[src/rtl/cp0_exception_ctrl_if.sv]
// Pipeline-side and CP0-side signals of the exception sequencer.
// slave = the sequencer itself; master = pipeline + CP0 environment.
interface cp0_exception_ctrl_if #(parameter int WIDTH = 32);
  logic [2:0]       irq_in;
  logic [WIDTH-1:0] pc_cur;
  logic             eret_req;
  logic             mtc0_we;
  logic [4:0]       mtc0_rd;
  logic [2:0]       mtc0_sel;
  logic [WIDTH-1:0] mtc0_data;
  logic [4:0]       mfc0_rd;
  logic [2:0]       mfc0_sel;
  logic [WIDTH-1:0] cp0_r_out;
  logic [4:0]       cp0_r_in;
  logic [4:0]       cp0_w_in;
  logic [WIDTH-1:0] cp0_din;
  logic             cp0_we;
  logic [2:0]       cp0_sel;
  logic             stall;
  logic             pc_redirect;
  logic [WIDTH-1:0] pc_target;
  logic [2:0]       pending;

  modport slave (
    input  irq_in, pc_cur, eret_req, mtc0_we, mtc0_rd, mtc0_sel, mtc0_data,
           mfc0_rd, mfc0_sel, cp0_r_out,
    output cp0_r_in, cp0_w_in, cp0_din, cp0_we, cp0_sel, stall, pc_redirect,
           pc_target, pending
  );

  modport master (
    output irq_in, pc_cur, eret_req, mtc0_we, mtc0_rd, mtc0_sel, mtc0_data,
           mfc0_rd, mfc0_sel, cp0_r_out,
    input  cp0_r_in, cp0_w_in, cp0_din, cp0_we, cp0_sel, stall, pc_redirect,
           pc_target, pending
  );
endinterface

[src/rtl/cp0_exception_ctrl.sv]
// Owns the CP0 write port: forwards MTC0/MFC0 when idle, otherwise runs the
// interrupt-entry (EPC, Cause, Status, vector) and ERET (EPC read, Status, redirect) sequences.
module cp0_exception_ctrl #(
  parameter int               WIDTH        = 32,
  parameter logic [WIDTH-1:0] HANDLER_BASE = 32'h0000_0800,
  parameter int               VEC_SHIFT    = 4
) (
  input logic             clk,
  input logic             clr,
  cp0_exception_ctrl_if.slave bus
);
  localparam logic [4:0] REG_STATUS = 5'd12;
  localparam logic [4:0] REG_CAUSE  = 5'd13;
  localparam logic [4:0] REG_EPC    = 5'd14;

  typedef enum logic [2:0] {
    IDLE, SAVE_EPC, SET_CAUSE, CLR_IE, VECTOR, ERET_RD, ERET_RS
  } state_e;

  state_e           state_q;
  logic [2:0]       pending_q, irq_d_q, ip_q;
  logic [1:0]       src_q;
  logic [WIDTH-1:0] epc_q, status_q, target_q;
  logic             stall_q, redir_q;

  logic [2:0]       irq_rise, irq_en;
  logic             take_irq;
  logic [1:0]       src_d;
  logic [WIDTH-1:0] vec_addr;

  assign irq_rise = bus.irq_in & ~irq_d_q;
  assign irq_en   = pending_q & status_q[10:8];
  assign take_irq = status_q[0] & (|irq_en);
  assign src_d    = irq_en[2] ? 2'd2 : (irq_en[1] ? 2'd1 : 2'd0);
  assign vec_addr = HANDLER_BASE + (WIDTH'(src_q) << VEC_SHIFT);

  logic [4:0]       r_in_d, w_in_d;
  logic [2:0]       sel_d;
  logic [WIDTH-1:0] din_d;
  logic             we_d;

  // CP0 port: passthrough in IDLE, one sequencer write per state otherwise
  always_comb begin
    r_in_d = bus.mfc0_rd;
    w_in_d = '0;
    sel_d  = '0;
    din_d  = '0;
    we_d   = 1'b0;
    case (state_q)
      IDLE: begin
        sel_d  = bus.mtc0_we ? bus.mtc0_sel : bus.mfc0_sel;
        w_in_d = bus.mtc0_rd;
        din_d  = bus.mtc0_data;
        we_d   = bus.mtc0_we;
      end
      SAVE_EPC: begin
        w_in_d = REG_EPC;
        din_d  = epc_q;
        we_d   = 1'b1;
      end
      SET_CAUSE: begin
        w_in_d = REG_CAUSE;
        din_d  = WIDTH'({ip_q, 8'b0});
        we_d   = 1'b1;
      end
      CLR_IE: begin
        w_in_d = REG_STATUS;
        din_d  = {status_q[WIDTH-1:1], 1'b0};
        we_d   = 1'b1;
      end
      ERET_RD: r_in_d = REG_EPC;
      ERET_RS: begin
        w_in_d = REG_STATUS;
        din_d  = {status_q[WIDTH-1:1], 1'b1};
        we_d   = 1'b1;
      end
      default: ;
    endcase
  end

  assign bus.cp0_r_in    = r_in_d;
  assign bus.cp0_w_in    = w_in_d;
  assign bus.cp0_sel     = sel_d;
  assign bus.cp0_din     = din_d;
  assign bus.cp0_we      = we_d;
  assign bus.stall       = stall_q;
  assign bus.pc_redirect = redir_q;
  assign bus.pc_target   = target_q;
  assign bus.pending     = pending_q;

  always_ff @(posedge clk) begin
    if (clr) begin
      state_q   <= IDLE;
      pending_q <= '0;
      irq_d_q   <= '0;
      ip_q      <= '0;
      src_q     <= '0;
      epc_q     <= '0;
      status_q  <= '0;
      target_q  <= '0;
      stall_q   <= 1'b0;
      redir_q   <= 1'b0;
    end else begin
      irq_d_q   <= bus.irq_in;
      pending_q <= pending_q | irq_rise;
      redir_q   <= 1'b0;
      case (state_q)
        IDLE: begin
          if (bus.mtc0_we && bus.mtc0_rd == REG_STATUS && bus.mtc0_sel == 3'd0)
            status_q <= bus.mtc0_data;
          // ERET wins over an interrupt; a forwarded MTC0 defers the interrupt a cycle
          if (bus.eret_req) begin
            state_q <= ERET_RD;
            stall_q <= 1'b1;
          end else if (!bus.mtc0_we && take_irq) begin
            epc_q   <= bus.pc_cur;
            src_q   <= src_d;
            ip_q    <= pending_q;
            state_q <= SAVE_EPC;
            stall_q <= 1'b1;
          end
        end
        SAVE_EPC:  state_q <= SET_CAUSE;
        SET_CAUSE: state_q <= CLR_IE;
        CLR_IE: begin
          status_q <= {status_q[WIDTH-1:1], 1'b0};
          target_q <= vec_addr;
          redir_q  <= 1'b1;
          state_q  <= VECTOR;
        end
        VECTOR: begin
          // a fresh edge on the serviced line in this cycle must survive the clear
          pending_q <= (pending_q & ~(3'b001 << src_q)) | irq_rise;
          stall_q   <= 1'b0;
          state_q   <= IDLE;
        end
        ERET_RD: begin
          epc_q    <= bus.cp0_r_out;
          target_q <= bus.cp0_r_out;
          redir_q  <= 1'b1;
          state_q  <= ERET_RS;
        end
        ERET_RS: begin
          status_q <= {status_q[WIDTH-1:1], 1'b1};
          stall_q  <= 1'b0;
          state_q  <= IDLE;
        end
        default: state_q <= IDLE;
      endcase
    end
  end
endmodule

[src/flat_wrapper.sv]
// flat-port wrapper written by rule: the top's interface ports become plain ports
module cp0_exception_ctrl_flat 
#(
  parameter int               WIDTH        = 32,
  parameter logic [WIDTH-1:0] HANDLER_BASE = 32'h0000_0800,
  parameter int               VEC_SHIFT    = 4
)
  (clk, clr, bus_irq_in, bus_pc_cur, bus_eret_req, bus_mtc0_we, bus_mtc0_rd, bus_mtc0_sel, bus_mtc0_data, bus_mfc0_rd, bus_mfc0_sel, bus_cp0_r_out, bus_cp0_r_in, bus_cp0_w_in, bus_cp0_din, bus_cp0_we, bus_cp0_sel, bus_stall, bus_pc_redirect, bus_pc_target, bus_pending);
  cp0_exception_ctrl_if #(.WIDTH(WIDTH)) bus_i ();
  input logic clk;
  input logic clr;
  input wire logic [$bits(bus_i.irq_in)-1:0] bus_irq_in;
  input wire logic [$bits(bus_i.pc_cur)-1:0] bus_pc_cur;
  input wire logic [$bits(bus_i.eret_req)-1:0] bus_eret_req;
  input wire logic [$bits(bus_i.mtc0_we)-1:0] bus_mtc0_we;
  input wire logic [$bits(bus_i.mtc0_rd)-1:0] bus_mtc0_rd;
  input wire logic [$bits(bus_i.mtc0_sel)-1:0] bus_mtc0_sel;
  input wire logic [$bits(bus_i.mtc0_data)-1:0] bus_mtc0_data;
  input wire logic [$bits(bus_i.mfc0_rd)-1:0] bus_mfc0_rd;
  input wire logic [$bits(bus_i.mfc0_sel)-1:0] bus_mfc0_sel;
  input wire logic [$bits(bus_i.cp0_r_out)-1:0] bus_cp0_r_out;
  output wire logic [$bits(bus_i.cp0_r_in)-1:0] bus_cp0_r_in;
  output wire logic [$bits(bus_i.cp0_w_in)-1:0] bus_cp0_w_in;
  output wire logic [$bits(bus_i.cp0_din)-1:0] bus_cp0_din;
  output wire logic [$bits(bus_i.cp0_we)-1:0] bus_cp0_we;
  output wire logic [$bits(bus_i.cp0_sel)-1:0] bus_cp0_sel;
  output wire logic [$bits(bus_i.stall)-1:0] bus_stall;
  output wire logic [$bits(bus_i.pc_redirect)-1:0] bus_pc_redirect;
  output wire logic [$bits(bus_i.pc_target)-1:0] bus_pc_target;
  output wire logic [$bits(bus_i.pending)-1:0] bus_pending;
  assign bus_i.irq_in = bus_irq_in;
  assign bus_i.pc_cur = bus_pc_cur;
  assign bus_i.eret_req = bus_eret_req;
  assign bus_i.mtc0_we = bus_mtc0_we;
  assign bus_i.mtc0_rd = bus_mtc0_rd;
  assign bus_i.mtc0_sel = bus_mtc0_sel;
  assign bus_i.mtc0_data = bus_mtc0_data;
  assign bus_i.mfc0_rd = bus_mfc0_rd;
  assign bus_i.mfc0_sel = bus_mfc0_sel;
  assign bus_i.cp0_r_out = bus_cp0_r_out;
  assign bus_cp0_r_in = bus_i.cp0_r_in;
  assign bus_cp0_w_in = bus_i.cp0_w_in;
  assign bus_cp0_din = bus_i.cp0_din;
  assign bus_cp0_we = bus_i.cp0_we;
  assign bus_cp0_sel = bus_i.cp0_sel;
  assign bus_stall = bus_i.stall;
  assign bus_pc_redirect = bus_i.pc_redirect;
  assign bus_pc_target = bus_i.pc_target;
  assign bus_pending = bus_i.pending;
  cp0_exception_ctrl #(.WIDTH(WIDTH), .HANDLER_BASE(HANDLER_BASE), .VEC_SHIFT(VEC_SHIFT)) u_core (.clk(clk), .clr(clr), .bus(bus_i));
endmodule
[config.mk]
export PLATFORM = sky130hd
export DESIGN_NAME = cp0_exception_ctrl_flat
export DESIGN_NICKNAME = d
export VERILOG_FILES = /design/src/rtl/cp0_exception_ctrl_if.sv /design/src/rtl/cp0_exception_ctrl.sv /design/src/flat_wrapper.sv
export SDC_FILE = /design/constraint.sdc
export NUM_CORES = 1
export LEC_CHECK = 0
export BUFFER_PORTS_ARGS = -buffer_cell sky130_fd_sc_hd__buf_2
export CAP_MARGIN = 0
export CORE_ASPECT_RATIO = 0.9
export CORE_MARGIN = 3
export CORE_UTILIZATION = 44
export DETAILED_ROUTE_END_ITERATION = 6
export PLACE_DENSITY = 0.76
export SLEW_MARGIN = 20
export SYNTH_ARGS = -nofsm -noshare
export SYNTH_HDL_FRONTEND = slang
export SYNTH_SLANG_ARGS = --single-unit
[constraint.sdc]
create_clock -name clk -period 1.7 [get_ports clk]
set_input_delay 0.085 -clock clk [delete_from_list [all_inputs] [get_ports clk]]
set_output_delay 0.085 -clock clk [all_outputs]
set_load 0.01 [all_outputs]
==> flow_metrics.env, run 1 <==
export IMPL_crit_family="buffers and inverters"
export IMPL_row_count=37
export IMPL_syn_to_final_growth_pct=50.02
export IMPL_ir_worst_vdd_v=0.0007334
export IMPL_synth_compound_area_share_pct=20.42
export IMPL_drt_iter0_markers=401
export IMPL_cts_tree="yes"
export IMPL_finalClockSkew_ps=8.169
export IMPL_crit_start="u_core.state_q[0]$_SDFFE_PP0P_"
export IMPL_cts_root_buffer="clkbuf_16"
export IMPL_synth_top_flop_cell="dfxtp_1"
export IMPL_grt_pass1_wl_mm=27.39
export IMPL_tns_ps=-5584
export IMPL_rsz0062_at_grt="true"
export IMPL_drcViolationCount=0
export IMPL_fin_crit_ps=1829
export IMPL_setup_slack_ps=-128.8
export IMPL_grtUsageTotal_pct=26.14
export IMPL_path_clk_slew_ps=70
export IMPL_synth_xor_xnor_area_share_pct=0.3356
export IMPL_via_count=5757
export IMPL_seq_area_frac_synth_pct=42.95
export IMPL_synthSimpleGateAreaFrac_pct=18.29
export IMPL_routed_wl_mm=19.17
export IMPL_fillers=900
export IMPL_multiInputGateArea_sq_um=2984
export IMPL_grt_pass1_vias=5442
export IMPL_endpoint_kind="register"
export IMPL_syn_nets=737
export IMPL_die_y_um=109.3
export IMPL_grt_max_degree=45
export IMPL_core_sq_um=11530
export IMPL_min_from="bus_mtc0_data[10]"
export IMPL_synth_area_sq_um=5220
export IMPL_via_per_inst=5.611
export IMPL_setup_viol=98
export IMPL_drive_gt1_share_pct=39.08
export IMPL_r2r_start="u_core.state_q[0]$_SDFFE_PP0P_"
export IMPL_htree_levels=3
export IMPL_clk_latency_ps=350
export IMPL_wl_per_cell_um=18.69
export IMPL_num_io_pins=202
export IMPL_fmax_mhz=546.8
export IMPL_violations="negative setup slack"
export IMPL_seq_area_sq_um=2248
export IMPL_netlist_instances=618
export IMPL_clock_sinks=112
export IMPL_rrSetupSlack_ps=-130
export IMPL_stdcell_area_sq_um=7831
export IMPL_dieArea_sq_um=13210
export IMPL_async_reset_ff_share_pct=0
export IMPL_gp_congestion=0.8318
export IMPL_yosysWarnings=0
export IMPL_worstReg2RegEnd="u_core.status_q[22]$_SDFFE_PP0P_"
export IMPL_synth_top_family_by_area="compound AO/OA/AOI/OAI gates"
export IMPL_cp_max_fo=8
export IMPL_ys_ff_latch=112
export IMPL_diodes=0
export IMPL_drv_slew=0
export IMPL_synth_enable_flop_cells=0
export IMPL_cp_slowest_cell="dfxtp_2"
export IMPL_worstPathRequired_ps=1930
export IMPL_drt_pass1_iter_count=5
export IMPL_cpPeakStageDelay_ps=340
export IMPL_ant_nets=0
export IMPL_worst_pin_slew_ps=507.4
export IMPL_synth_mux_area_share_pct=13.42
export IMPL_cap_violations=0
export IMPL_power_density_nw_per_um2=812.9
export IMPL_min_path_type="input port to register"
export IMPL_overflow=0
export IMPL_cts_buffers=9
export IMPL_synth_cell_types=33
export IMPL_die_x_um=120.8
export IMPL_crit_arrival_ps=2050
export IMPL_clk_path_buf_depth=2
export IMPL_outcome="complete, but fails checks"
export IMPL_port_buffers=201
export IMPL_synth_fa_ha_area_share_pct=0
export IMPL_finalNetCount=984
export IMPL_cp_start_kind="register"
export IMPL_postSynthAreaPerCell_sq_um=8.447
export IMPL_worstHoldPathCells=3
export IMPL_start_util_pct=45.28
export IMPL_antenna_found_initial=1
export IMPL_rr_worst_depth=9
export IMPL_hold_viol=0
export IMPL_dp_hpwl_mm=11.65
export IMPL_cp_cell_sequence="buf_8 -> buf_4 -> buf_12 -> nor3_4 -> nand4_1 -> buf_6 -> clkbuf_16 -> mux2i_1 -> nor2_1"
export IMPL_worstSetupPathType="register to register"
export IMPL_worst_path_buf_inv=5
export IMPL_relSlewSlack_pct=65.86
export IMPL_power_leakage_nw=3.628
export IMPL_place_area_sq_um=6497
export IMPL_period_share_pct=107.6
export IMPL_hold_end="u_core.status_q[10]$_SDFFE_PP0P_"
==> metrics by stage <==
stage / hold WS [ps] / util (%) / power, mW / worst slack, ps / cells
final: 16.84 / 67.94 / 6.366 / -128.8 / 1026
after global routing: 35.18 / 67.94 / 6.631 / -201.4 / 1026
after CTS: 0.07022 / 63.86 / 6.195 / -87.17 / 1009
after detailed placement: 321.5 / 56.37 / 3.981 / -38.66 / 949
after global placement: 307.9 / 56.37 / 3.956 / 11.19 / 949
after floorplan: 213.2 / - / 3.430 / 5.315 / 618
==> worst max-delay path by stage <==
| stage | endpoint | cells after the start | slack, ps |
|---|---|---|---|
| 2_1_floorplan | u_core.ip_q[2]$_SDFFE_PP0P_ | 6 | 5 |
| 3_3_place_gp | u_core.epc_q[11]$_SDFFE_PP0P_ | 5 | 10 |
| 3_5_place_dp | u_core.epc_q[11]$_SDFFE_PP0P_ | 5 | -40 |
| 4_1_cts | u_core.src_q[0]$_SDFFE_PP0P_ | 6 | -90 |
| 5_1_grt | u_core.status_q[2]$_SDFFE_PP0P_ | 9 | -200 |
| 6_report | u_core.status_q[22]$_SDFFE_PP0P_ | 9 | -130 |
==> repair_timing <==
item / in CTS / in global routing
hold buffers: 29 / 0
setup endpoints to repair: 64 / 101
buffers inserted: 12 / 9
gates resized for setup: 55 / 73
hold endpoints to repair: 29 / 0
pin swaps: 3 / 31
cloned: 4 / 8
==> synth_stat cells (3+ instances only) <==
| cell type | instances | area [sq um] |
|---|---|---|
| dfxtp_1 | 112 | 2242 |
| a21oi_1 | 68 | 340.3 |
| and2_1 | 35 | 219.0 |
| nor2_1 | 87 | 326.6 |
| o21ai_0 | 35 | 175.2 |
| nor3_1 | 7 | 35.03 |
| inv_1 | 3 | 11.26 |
| nand2_1 | 40 | 150.1 |
| nor2b_1 | 9 | 56.30 |
| or2_2 | 4 | 25.02 |
| buf_4 | 4 | 30.03 |
| a211oi_1 | 65 | 488.0 |
| clkbuf_1 | 40 | 150.1 |
| nand2b_1 | 6 | 37.54 |
| buf_2 | 8 | 40.04 |
| mux2i_1 | 70 | 700.7 |
==> where the power goes <==
group	switching, mW	internal, mW	total (mW)
registers	0.0472	2.69	2.74
clock network	0.961	1.07	2.03
logic	0.824	0.771	1.59
==> worst register-to-register path: cells and delay by family, from the launching register on <==
family                 cells  cell delay (ps)
AND/OR/NAND/NOR            3              430
multiplexers               1              180
flip-flops                 1              340
buffers and inverters      5              750
==> cell type report <==
cell class | instances | share of cell area [%]
Tap cell | 156 | 2.492
Clock buffer | 11 | 3.227
Multi-Input combinational cell | 450 | 38.11
Inverter | 3 | 0.1438
Clock inverter | 5 | 0.3994
Timing Repair Buffer | 289 | 26.92
Sequential cell | 112 | 28.71
==> layout by cell type (no fill, tap or decap), types with 3 or more instances in the layout <==
master / synthesis / layout
nor2b_1: 9 / 8
a211oi_2: 0 / 13
buf_6: 0 / 9
o21ai_2: 0 / 7
o21ai_0: 35 / 6
nor3_1: 7 / 6
buf_8: 0 / 6
o21ai_1: 0 / 22
nand2_1: 40 / 33
nor2_2: 0 / 4
or2_4: 0 / 5
buf_2: 8 / 196
mux2i_1: 70 / 68
dfxtp_1: 112 / 109
a211oi_1: 65 / 52
inv_1: 3 / 3
and2_4: 0 / 9
buf_4: 4 / 29
a21oi_2: 0 / 3
clkinv_2: 0 / 3
and2_1: 35 / 26
nand2_2: 0 / 5
clkbuf_16: 0 / 14
buf_12: 0 / 10
dlygate4sd3_1: 0 / 29
a21oi_1: 68 / 65
nor2_1: 87 / 83
nand2b_1: 6 / 5
==> per-layer routing <==
layer  GRT usage [%]  share of wire [%]  vias to the layer above
li1                -                  -                     2680
met1           31.99                 40                     2723
met2           44.79                 49                      307
met3           6.327                8.4                       45
met4           10.11                2.8                        2
met5               0              0.068                        -
==> cell families (layout without fill, tap and decap cells) <==
kind of cell           after synthesis  count (layout)
AND/OR/NAND/NOR                    201             202
AO/OA/AOI/OAI                      176             176
flip-flops                         112             112
buffers and inverters               57             308
multiplexers                        70              70
XOR/XNOR                             2               2
==> flip-flops by register name (all words and copies together), names as in the netlist <==
| register | flops |
|---|---|
| u_core.bus.pc_target | 32 |
| u_core.epc_q | 32 |
| u_core.status_q | 32 |
| u_core.bus.pending | 3 |
| u_core.ip_q | 3 |
| u_core.irq_d_q | 3 |
| u_core.state_q | 3 |
| u_core.src_q | 2 |
| u_core.bus.pc_redirect | 1 |
| u_core.bus.stall | 1 |
Power figures use the tool's default switching activity.
==> run 2: changes to the inputs <==
- CORE_UTILIZATION: 44 -> 45
- PLACE_DENSITY: 0.76 -> 0.75
- SKIP_LAST_GASP: not set -> 1
- clock period: 1.7 -> 2.3 ns (I/O delays scaled with it)
==> flow_metrics.env, run 2 (same netlist as run 1, synthesis figures left out) <==
export IMPL_outcome="finished, final reports clean"
export IMPL_drv_slew=0
export IMPL_fmax_mhz=466.2
export IMPL_clock_sinks=112
export IMPL_drcViolationCount=0
export IMPL_cts_buffers=9
export IMPL_setup_viol=0
export IMPL_worst_pin_slew_ps=727.4
export IMPL_finalNetCount=914
export IMPL_cts_setup_buffers=0
export IMPL_cts_tree="yes"
export IMPL_via_count=5320
export IMPL_dieArea_sq_um=12930
export IMPL_grt_pass1_wl_mm=25.63
export IMPL_final_common_cell="buf_2"
export IMPL_crit_arrival_ps=2030
export IMPL_min_path_type="input port to register"
export IMPL_htree_levels=3
export IMPL_antenna_found_initial=0
export IMPL_cap_violations=0
export IMPL_port_buffers=201
export IMPL_finalClockSkew_ps=8.427
export IMPL_dp_hpwl_mm=11.40
export IMPL_worstPathRequired_ps=2180
export IMPL_via_per_inst=5.588
export IMPL_gp_congestion=0.8485
export IMPL_hold_viol=0
export IMPL_cp_start_kind="register"
export IMPL_cts_root_buffer="clkbuf_16"
export IMPL_start_util_pct=47.11
export IMPL_power_density_nw_per_um2=668.9
export IMPL_clk_path_buf_depth=2
export IMPL_die_y_um=108.2
export IMPL_row_count=36
export IMPL_die_x_um=119.5
export IMPL_relSlewSlack_pct=51.51
export IMPL_period_share_pct=93.25
export IMPL_grtUsageTotal_pct=24.52
export IMPL_syn_to_final_growth_pct=27.80
export IMPL_overflow=0
export IMPL_wl_per_cell_um=16.90
export IMPL_rsz0062_at_grt="false"
export IMPL_tns_ps=0
export IMPL_cp_max_fo=19
export IMPL_grt_max_degree=75
export IMPL_mostFrequentLayoutCells="200 x buf_2, 110 x dfxtp_1, 87 x nor2_1"
export IMPL_drt_pass1_iter_count=5
export IMPL_drive_gt1_share_pct=30.38
export IMPL_ir_worst_vdd_v=0.0003913
export IMPL_core_sq_um=11080
export IMPL_worstSetupPathType="register to primary output"
export IMPL_endpoint_kind="primary output"
export IMPL_drt_iter0_markers=441
export IMPL_num_io_pins=202
export IMPL_routed_wl_mm=16.09
export IMPL_path_clk_slew_ps=70
export IMPL_clk_latency_ps=350
export IMPL_diodes=0
export IMPL_ant_nets=0
export IMPL_power_leakage_nw=3.083
export IMPL_fin_crit_ps=2145
export IMPL_grt_pass1_vias=5208
export IMPL_fin_util_pct=60.21
## run 2: worst paths after layout
path | endpoint | cells past startpoint | slack (ps) | startpoint
max reg2reg | u_core.epc_q[24]$_SDFFE_PP0P_ | 5 | 340 | u_core.state_q[2]$_SDFFE_PP0P_
min | u_core.irq_d_q[0]$_SDFF_PP0_ | 2 | 10 | bus_irq_in[0]
min reg2reg | u_core.bus.stall$_SDFFE_PP0P_ | 2 | 470 | u_core.bus.stall$_SDFFE_PP0P_
max | bus_cp0_din[30] | 7 | 160 | u_core.state_q[0]$_SDFFE_PP0P_
## run 2: final cells by class
type / instances / area, sq um
clock buffer: 11 / 242.7
clock inverter: 5 / 56.30
fill: 979 / 4409
inverter: 3 / 11.26
multi-input combinational: 449 / 2744
sequential: 112 / 2245
tap: 152 / 190.2
timing repair buffer: 220 / 1182
## run 2: worst max-delay path, cell delays in order, from the launching register on
cell and delay (ps):
dfxtp_2 440, buf_6 250, xor2_1 150, and2_1 150, buf_4 270, nand2_1 80
o21ai_0 150, buf_2 200
## run 2: layer usage
layer,vias up,part of all wire [%],track usage (%)
met5,-,0,0
met4,0,1.4,7.768
met3,18,9.1,6.799
met2,256,47,41.05
met1,2516,42,30.91
li1,2530,-,-
## run 2: repair_timing
action | CTS | global route
endpoints found under the hold margin | 1 | 0
endpoints found under the setup margin | 0 | 25
hold buffers | 1 | 0
gates resized for setup | 0 | 3
## run 2: power by group
part           internal (mW)  switching [mW]
Combinational          0.361           0.483
Clock                  0.874           0.708
Sequential              1.99          0.0455
Total                   3.23            1.24
## run 2: through the flow
| step | power [mW] | std cells | hold slack (ps) | instance area (sq um) | setup WS, ps |
|---|---|---|---|---|---|
| final | 4.462 | 952 | 10.09 | 6671 | 155.2 |
| after global routing | 4.660 | 952 | 4.200 | 6671 | 45.07 |
| after CTS | 4.489 | 952 | 1.598 | 6664 | 40.26 |
| after detailed placement | 2.917 | 935 | 352.2 | 6355 | 394.3 |
| after global placement | 2.895 | 935 | 346.7 | 6355 | 472.3 |
| after floorplan | 2.535 | 618 | 243.2 | 5220 | 605.3 |
==> run 3: changes to the inputs <==
- PLACE_DENSITY: 0.75 -> 0.78
- REMOVE_ABC_BUFFERS: not set -> 1
==> flow_metrics.env, run 3 (same netlist as run 1, synthesis figures left out) <==
export IMPL_layoutNonFillerInstCount=954
export IMPL_drcViolationCount=0
export IMPL_drt_pass1_iter_count=5
export IMPL_dp_hpwl_mm=10.71
export IMPL_drv_slew=0
export IMPL_cts_root_buffer="clkbuf_16"
export IMPL_cts_buffers=9
export IMPL_tns_ps=0
export IMPL_cpPeakStageDelay_ps=450
export IMPL_cts_setup_buffers=0
export IMPL_worstSetupPathType="register to primary output"
export IMPL_cts_resized=0
export IMPL_worst_path_buf_inv=3
export IMPL_fin_util_pct=61.27
export IMPL_worstPathRequired_ps=2180
export IMPL_min_from="bus_mtc0_data[13]"
export IMPL_die_y_um=108.2
export IMPL_drive_gt1_share_pct=30.42
export IMPL_start_util_pct=47.11
export IMPL_power_leakage_nw=3.135
export IMPL_rr_worst_depth=5
export IMPL_cp_cell_sequence="buf_4 -> buf_4 -> mux2i_1 -> o21ai_0 -> buf_2"
export IMPL_gp_congestion=0.8172
export IMPL_setup_viol=0
export IMPL_finalClockSkew_ps=6.110
export IMPL_finalNetCount=916
export IMPL_grt_max_degree=68
export IMPL_fillers=980
export IMPL_fmax_mhz=469.3
export IMPL_overflow=0
export IMPL_cp_start_kind="register"
export IMPL_die_x_um=119.5
export IMPL_cp_slowest_cell="buf_4"
export IMPL_cp_max_fo=29
export IMPL_worstReg2RegEnd="u_core.epc_q[6]$_SDFFE_PP0P_"
export IMPL_final_common_cell="buf_2"
export IMPL_worst_pin_slew_ps=590.6
export IMPL_row_count=36
export IMPL_dp_cells=936
export IMPL_routed_wl_mm=15.04
export IMPL_core_sq_um=11080
export IMPL_period_share_pct=92.65
export IMPL_fin_crit_ps=2131
export IMPL_relSlewSlack_pct=60.63
export IMPL_wl_per_cell_um=15.76
export IMPL_cts_tree="yes"
export IMPL_cp_depth=5
export IMPL_crit_arrival_ps=2020
export IMPL_diodes=0
export IMPL_grt_pass1_vias=5110
export IMPL_hold_end="u_core.status_q[13]$_SDFFE_PP0P_"
export IMPL_htree_levels=3
export IMPL_critical_path_most_common_cell="buf_4"
export IMPL_cap_violations=0
export IMPL_power_density_nw_per_um2=701.8
export IMPL_ir_worst_vdd_v=0.0005728
export IMPL_mostFrequentLayoutCells="200 x buf_2, 111 x dfxtp_1, 87 x nor2_1"
export IMPL_path_clk_slew_ps=70
export IMPL_grtUsageTotal_pct=22.85
export IMPL_hold_viol=0
export IMPL_syn_to_final_growth_pct=30.06
export IMPL_via_count=5173
export IMPL_worstHoldPathCells=3
export IMPL_clk_latency_ps=340
export IMPL_num_io_pins=202
export IMPL_outcome="finished, final reports clean"
export IMPL_port_buffers=201
export IMPL_ant_nets=0
export IMPL_rrSetupSlack_ps=420
export IMPL_dieArea_sq_um=12930
export IMPL_crit_family="buffers and inverters"
export IMPL_drt_iter0_markers=408
export IMPL_antenna_found_initial=0
export IMPL_rsz0062_at_grt="false"
export IMPL_min_path_type="input port to register"
export IMPL_endpoint_kind="primary output"
export IMPL_grt_pass1_wl_mm=24.36
export IMPL_via_per_inst=5.422
export IMPL_clk_path_buf_depth=2
export IMPL_clock_sinks=112
export IMPL_r2r_start="u_core.state_q[2]$_SDFFE_PP0P_"
==> run 3: what timing repair did <==
item                                    CTS  global route
endpoints found under the setup margin    0             0
endpoints found under the hold margin     2             0
hold buffers                              2             0
==> run 3: final cells by class <==
class	instances	area, sq um	area share (%)
Inverter	3	11.26	0.1659
Clock inverter	7	143.9	2.119
Sequential cell	112	2243	33.04
Timing Repair Buffer	222	1234	18.17
Clock buffer	9	225.2	3.317
Multi-Input combinational cell	449	2741	40.38
Tap cell	152	190.2	2.801
==> run 3: per-layer routing <==
metal	part of all wire [%]	vias to the layer above	track usage (%)
li1	-	2539	-
met1	42	2412	27.06
met2	49	204	40.93
met3	7.6	18	5.910
met4	1.4	0	6.868
met5	0	-	0
==> run 3: metrics by stage <==
stage / setup WS, ps / hold WS (ps) / power (mW) / cell area, sq um
finish: 168.9 / 20.77 / 4.764 / 6789
global route: 4.910 / 11.01 / 4.963 / 6789
CTS: 166.0 / 0.5366 / 4.808 / 6789
detailed placement: 445.5 / 342.2 / 2.918 / 6400
global placement: 539.4 / 338.1 / 2.898 / 6400
floorplan: -1239 / 184.1 / 2.490 / 4992
==> run 3: where the power goes <==
part	total, mW	switching [mW]	internal, mW
clock network	1.89	0.709	1.18
logic	0.858	0.488	0.371
registers	2.02	0.0311	1.99
==> run 3: worst max-delay path by stage <==
stage                     slack, ps                           start                             to
after floorplan               -1240  u_core.state_q[0]$_SDFFE_PP0P_  u_core.epc_q[11]$_SDFFE_PP0P_
after global placement          540  u_core.state_q[2]$_SDFFE_PP0P_  u_core.epc_q[11]$_SDFFE_PP0P_
after detailed placement        450  u_core.state_q[2]$_SDFFE_PP0P_   u_core.epc_q[6]$_SDFFE_PP0P_
after CTS                       170  u_core.state_q[0]$_SDFFE_PP0P_                 bus_cp0_din[3]
after global routing              5  u_core.state_q[0]$_SDFFE_PP0P_                 bus_cp0_din[3]
final                           170  u_core.state_q[0]$_SDFFE_PP0P_                 bus_cp0_din[5]
==> run 3: worst reg2reg max path: cells and delay by family, from the launching register on <==
family | cells | cell delay (ps)
AO/OA/AOI/OAI | 2 | 390
flip-flops | 1 | 320
AND/OR/NAND/NOR | 2 | 730
buffers and inverters | 1 | 350
